===== src/rtl/answer_recorder.sv =====
// Buzzer-quiz question recorder: arms a question, locks the first buzzer and
// commits a 2-bit result per question into four per-player history lists.
module answer_recorder #(
  parameter int unsigned ANSWER_CYCLES = 500_000_000,
  parameter logic [2:0]  GAME_VIEW     = 3'd3
) (
  input  logic        i_clk,
  input  logic        i_rst,
  input  logic [2:0]  i_view,
  input  logic        i_start,
  input  logic [3:0]  i_buzz,
  input  logic        i_judge_ok,
  input  logic        i_judge_ng,
  input  logic        i_clear,
  output logic [3:0]  o_play_count,
  output logic [17:0] o_player1_list,
  output logic [17:0] o_player2_list,
  output logic [17:0] o_player3_list,
  output logic [17:0] o_player4_list,
  output logic [2:0]  o_active_player,
  output logic        o_busy,
  output logic        o_round_full
);

  typedef enum logic [1:0] {IDLE = 2'd0, ARMED = 2'd1, LOCKED = 2'd2} state_t;

  state_t             r_state;
  logic [31:0]        r_cnt;
  logic [3:0][17:0]   r_list;
  logic [3:0]         r_play_count;
  logic [2:0]         r_active;
  logic               r_busy;
  logic               r_round_full;

  logic               w_in_view;
  logic [2:0]         w_lock_player;
  logic               w_commit;
  logic               w_commit_all;
  logic [1:0]         w_code;
  logic [4:0]         w_idx;

  assign w_in_view = (i_view == GAME_VIEW);
  assign w_idx     = {r_play_count, 1'b0};

  // Lowest-indexed asserted buzzer wins a simultaneous buzz.
  always_comb begin
    w_lock_player = 3'd0;
    for (int k = 3; k >= 0; k--)
      if (i_buzz[k]) w_lock_player = 3'(k + 1);
  end

  always_comb begin
    w_commit     = 1'b0;
    w_commit_all = 1'b0;
    w_code       = 2'b00;
    if (w_in_view) begin
      case (r_state)
        ARMED: if (i_buzz == 4'd0 && i_judge_ng) begin
          w_commit     = 1'b1;
          w_commit_all = 1'b1;
        end
        LOCKED: begin
          if (i_judge_ok) begin
            w_commit = 1'b1;
            w_code   = 2'b01;
          end else if (i_judge_ng) begin
            w_commit = 1'b1;
            w_code   = 2'b10;
          end else if (r_cnt == ANSWER_CYCLES - 1) begin
            w_commit = 1'b1;
            w_code   = 2'b11;
          end
        end
        default: ;
      endcase
    end
  end

  always_ff @(posedge i_clk) begin
    if (i_rst || i_clear) begin
      r_state      <= IDLE;
      r_cnt        <= 32'd0;
      r_list       <= '0;
      r_play_count <= 4'd0;
      r_active     <= 3'd0;
      r_busy       <= 1'b0;
      r_round_full <= 1'b0;
    end else if (w_commit) begin
      for (int p = 0; p < 4; p++)
        if (w_commit_all || r_active == 3'(p + 1))
          r_list[p][w_idx +: 2] <= w_code;
      r_play_count <= r_play_count + 4'd1;
      r_round_full <= (r_play_count == 4'd8);
      r_active     <= 3'd0;
      r_busy       <= 1'b0;
      r_state      <= IDLE;
    end else if (w_in_view) begin
      case (r_state)
        IDLE: if (i_start && !r_round_full) begin
          r_state <= ARMED;
          r_busy  <= 1'b1;
        end
        ARMED: if (i_buzz != 4'd0) begin
          r_active <= w_lock_player;
          r_cnt    <= 32'd0;
          r_state  <= LOCKED;
        end
        LOCKED: r_cnt <= r_cnt + 32'd1;
        default: r_state <= IDLE;
      endcase
    end
  end

  assign o_play_count    = r_play_count;
  assign o_player1_list  = r_list[0];
  assign o_player2_list  = r_list[1];
  assign o_player3_list  = r_list[2];
  assign o_player4_list  = r_list[3];
  assign o_active_player = r_active;
  assign o_busy          = r_busy;
  assign o_round_full    = r_round_full;

endmodule


===== config.mk =====
export PLATFORM = sky130hd
export DESIGN_NAME = answer_recorder
export DESIGN_NICKNAME = d
export VERILOG_FILES = /design/src/rtl/answer_recorder.sv
export SDC_FILE = /design/constraint.sdc
export NUM_CORES = 1
export LEC_CHECK = 0
export BUFFER_PORTS_ARGS = -buffer_cell sky130_fd_sc_hd__buf_2
export CAP_MARGIN = 20
export CORE_ASPECT_RATIO = 0.75
export CORE_MARGIN = 4
export CORE_UTILIZATION = 31
export CTS_CLUSTER_DIAMETER = 30
export DETAILED_ROUTE_END_ITERATION = 8
export PLACE_DENSITY = 0.6
export RECOVER_POWER = 100
export SLEW_MARGIN = 20
export SYNTH_ARGS = -nofsm -noshare
export SYNTH_HDL_FRONTEND = slang
export SYNTH_SLANG_ARGS = --single-unit
export TNS_END_PERCENT = 20

===== constraint.sdc =====
create_clock -name i_clk -period 2.7 [get_ports i_clk]
set_input_delay 0.27 -clock i_clk [delete_from_list [all_inputs] [get_ports i_clk]]
set_output_delay 0.27 -clock i_clk [all_outputs]
set_load 0.02 [all_outputs]

==> run_results.csv <==
group,metric,value,unit
status,status,"complete, no violations",
logic_synthesis,netlist_area,0.00544,mm2
sta,fin_skew,10.7,ps
logic_synthesis,yosys_register_bits,115,
drt,wl,15700,um
critical_path,required,2980,ps
logic_synthesis,syn-instance-count,616,
logic_synthesis,ys.flop_type,"dfxtp_1",
power_and_ir_drop,p_leak,2.62,nW
floorplan,die_h,123,um
global_route,antenna_found_initial,0,
cells_and_area,area_growth,24.6,%
power_and_ir_drop,total_power,4.21,mW
critical_path,arrival,2810,ps
floorplan,die_area,0.0198,mm2
cts,numCtsBuffers,17,
sta,slew_violations,0,
drt,viasPerCell,5.17,
run,drv_cap,0,
floorplan,start_util,31.9,%
cells_and_area,seqCellArea,0.00230,mm2
cells_and_area,fillCellCount,1755,
critical_path,critical_path.top_delay_family,"compound AO/OA/AOI/OAI gates",
cts,post_cts_resized,0,
cts,holdBufCountCts,0,
floorplan,design.core.area,0.0170,mm2
global_route,grt_max_degree,50,
logic_synthesis,yosys.area.top_type,"dfxtp_1",
critical_path,path_class,"flip-flop to flip-flop",
logic_synthesis,synth.top_cell.area_share,42.3,%
logic_synthesis,syn_area_per_cell,8.83,um2
sta,rsz0062_at_grt,"false",
sta,finalHoldViolCount,0,
cts,h-tree-depth,4,
worst_hold_path,hp-class,"primary input to flip-flop",
sta,hold_slack,176,ps
worst_hold_path,holdPathStages,3,
critical_path,critPathLaunchType,"flip-flop",
logic_synthesis,yosysWarningCount,0,
cells_and_area,multiInputGateArea,0.00296,mm2
place,gp_congestion,0.898,
critical_path,cp_max_fo,8,
global_route,grt_util_met3,4.63,%
critical_path,slowest_delay,620,ps
sta,setup_viol,0,
sta,fin_crit,2530,ps
sta,timing.fmax,395,MHz
logic_synthesis,synth_nets,637,
floorplan,die_w,161,um
global_route,grtUsageMet1,24.9,%
cts,cts_root_buffer,"clkbuf_16",
cells_and_area,drive_above_1_share,11.6,%
global_route,track_usage,16.1,%
critical_path,crit_path_end_kind,"flip-flop",
cts,clk_pin_slew,60,ps
critical_path,reg2reg_depth,6,
place,dpl_cell_area,0.00624,mm2
cts,postCtsSetupBuffers,0,
sta,final.setup.tns,0,ps
logic_synthesis,synth.distinct_cells,59,
drt,drtAntennaViolNets,0,
cts,cts_max_path_buffers,2,
sta,finalCritPeriodShare,93.8,%
critical_path,crit_cells,6,
power_and_ir_drop,p_per_area,621,mW/mm2
place,portBuffers,93,
drt,drc_errors,0,
floorplan,io_pins,94,
logic_synthesis,synth_most_common_cell,"dfxtp_1",
global_route,grt_use_met2,20.6,%
cts,cts_tree,"built",
sta,worst_slew_pin_slew,635,ps
floorplan,fp-row-count,41,
cells_and_area,fin_area,0.00678,mm2
cts,cts_sinks,115,
logic_synthesis,yosysSeqAreaShare,42.3,%
critical_path,crit_chain,"ha_1, nand3_1, nor4_2, a21oi_1, o311ai_0, o41ai_1",
drt,drt_iter0_markers,349,
power_and_ir_drop,ir_worst_vdd,0.000427,V
global_route,grt_pass1_wl,25300,um
global_route,grt_pass1_vias,4652,
global_route,grt.busiest_layer,"met1",
logic_synthesis,synth_edf_count,0,
drt,routedWlPerCell,16.3,um
cts,clock_latency,420,ps
critical_path,crit_buf_inv,0,
global_route,overflow,0,
cells_and_area,fin_nets,739,
place,post-dp-hpwl,11300,um
logic_synthesis,ys_top_cells_by_area,"dfxtp_1 42%, mux2i_1 14%, nand2_1 7.4%, nand3_1 3.9%, a21oi_1 3.3%",
sta,relSlewSlack,57.7,%
cells_and_area,antenna_cells,0,
drt,drt-pass1-iter-count,5,
logic_synthesis,synthTopCellsByCount,"115 x dfxtp_1, 108 x nand2_1, 76 x mux2i_1",
logic_synthesis,synthArstFlopShare,0,%
critical_path,cp_slowest_cell,"nor4_2",
drt,dr_total_vias,5001,
-- layout by cell type, fill, tap and decap left out, types with 3 or more instances in the layout --
| cell | Yosys | routed |
|---|---|---|
| dfxtp_1 | 115 | 115 |
| nand2_1 | 108 | 108 |
| clkbuf_1 | 24 | 82 |
| mux2i_1 | 76 | 76 |
| nand3_1 | 42 | 42 |
| a21oi_1 | 36 | 36 |
| o21ai_0 | 27 | 28 |
| or3_1 | 24 | 24 |
| nand4_1 | 22 | 22 |
| buf_4 | 5 | 19 |
| clkbuf_16 | 0 | 17 |
| nor2_1 | 16 | 15 |
| inv_1 | 14 | 14 |
| buf_2 | 2 | 12 |
| ha_1 | 8 | 8 |
| nor3_1 | 7 | 7 |
| or4_1 | 7 | 7 |
| o31ai_1 | 5 | 5 |
| and4_1 | 4 | 4 |
| a211oi_4 | 4 | 4 |
| and2_1 | 4 | 4 |
| o211ai_1 | 4 | 4 |
| a211oi_1 | 4 | 4 |
| a2111oi_0 | 4 | 4 |
| bufinv_16 | 0 | 4 |
| nor4b_1 | 3 | 3 |
| nor4_1 | 3 | 3 |
| nor2b_1 | 3 | 3 |
| a21o_1 | 3 | 3 |
| or2_2 | 3 | 3 |
| a31oi_1 | 3 | 3 |
| clkinvlp_4 | 0 | 3 |
-- state kept, by name (all words and copies together), names as in the netlist --
name and cells:
o_round_full 1, o_player2_list 18, o_play_count 4, o_player1_list 18
r_cnt 32, o_active_player 3, o_player3_list 18, o_busy 1
o_player4_list 18, r_state 2
-- metal layers --
layer	up-vias	wire length [um]
met5	-	0
met4	0	204
met3	21	993
met2	158	6180
met1	2371	8360
li1	2451	-
-- per-stage QoR --
step	cells	util, %	setup slack (ps)
floorplan	616	-	128
global placement	935	36.7	176
detailed placement	935	36.7	122
CTS	967	40.4	76.0
global route	967	39.8	5.80
finish	967	39.8	166
-- final timing paths --
path                                   startpoint                end  slack, ps
worst max-delay path                     r_cnt[0]    o_play_count[3]        170
worst min-delay path                        i_rst    o_play_count[3]        180
worst max register to register           r_cnt[0]    o_play_count[3]        170
worst min register to register  o_player2_list[9]  o_player2_list[9]        460
-- cell type report --
cell class,count,area share (%)
multi-input cells,455,43.6
flip-flops and latches,115,34.0
repair buffers,115,7.92
clock buffers,20,6.74
well taps,236,4.36
clock inverters,12,2.64
inverters,14,0.775
-- where the power goes --
part,internal [mW],switching (mW),total (mW)
combinational,0.0271,0.0725,0.0995
clock,1.59,0.821,2.41
sequential,1.70,0.000482,1.70
total,3.32,0.894,4.21
-- worst min-delay path, stage by stage --
cell	delay (ps)
buf_2	110
or3_1	110
o41ai_1	50
-- cells by family (layout without fill, tap and decap cells) --
logic type | count (synthesis) | in the layout | synth area share [%]
adder cells (fa/ha/maj) | 8 | 8 | 1.84
multiplexers | 76 | 76 | 14.0
buffers and inverters | 46 | 161 | 3.59
AO/OA/AOI/OAI | 109 | 109 | 13.6
AND/OR/NAND/NOR | 261 | 261 | 24.5
flip-flops | 115 | 115 | 42.3
XOR/XNOR | 1 | 1 | 0.161
No activity file was read; power rests on OpenSTA's default activity.
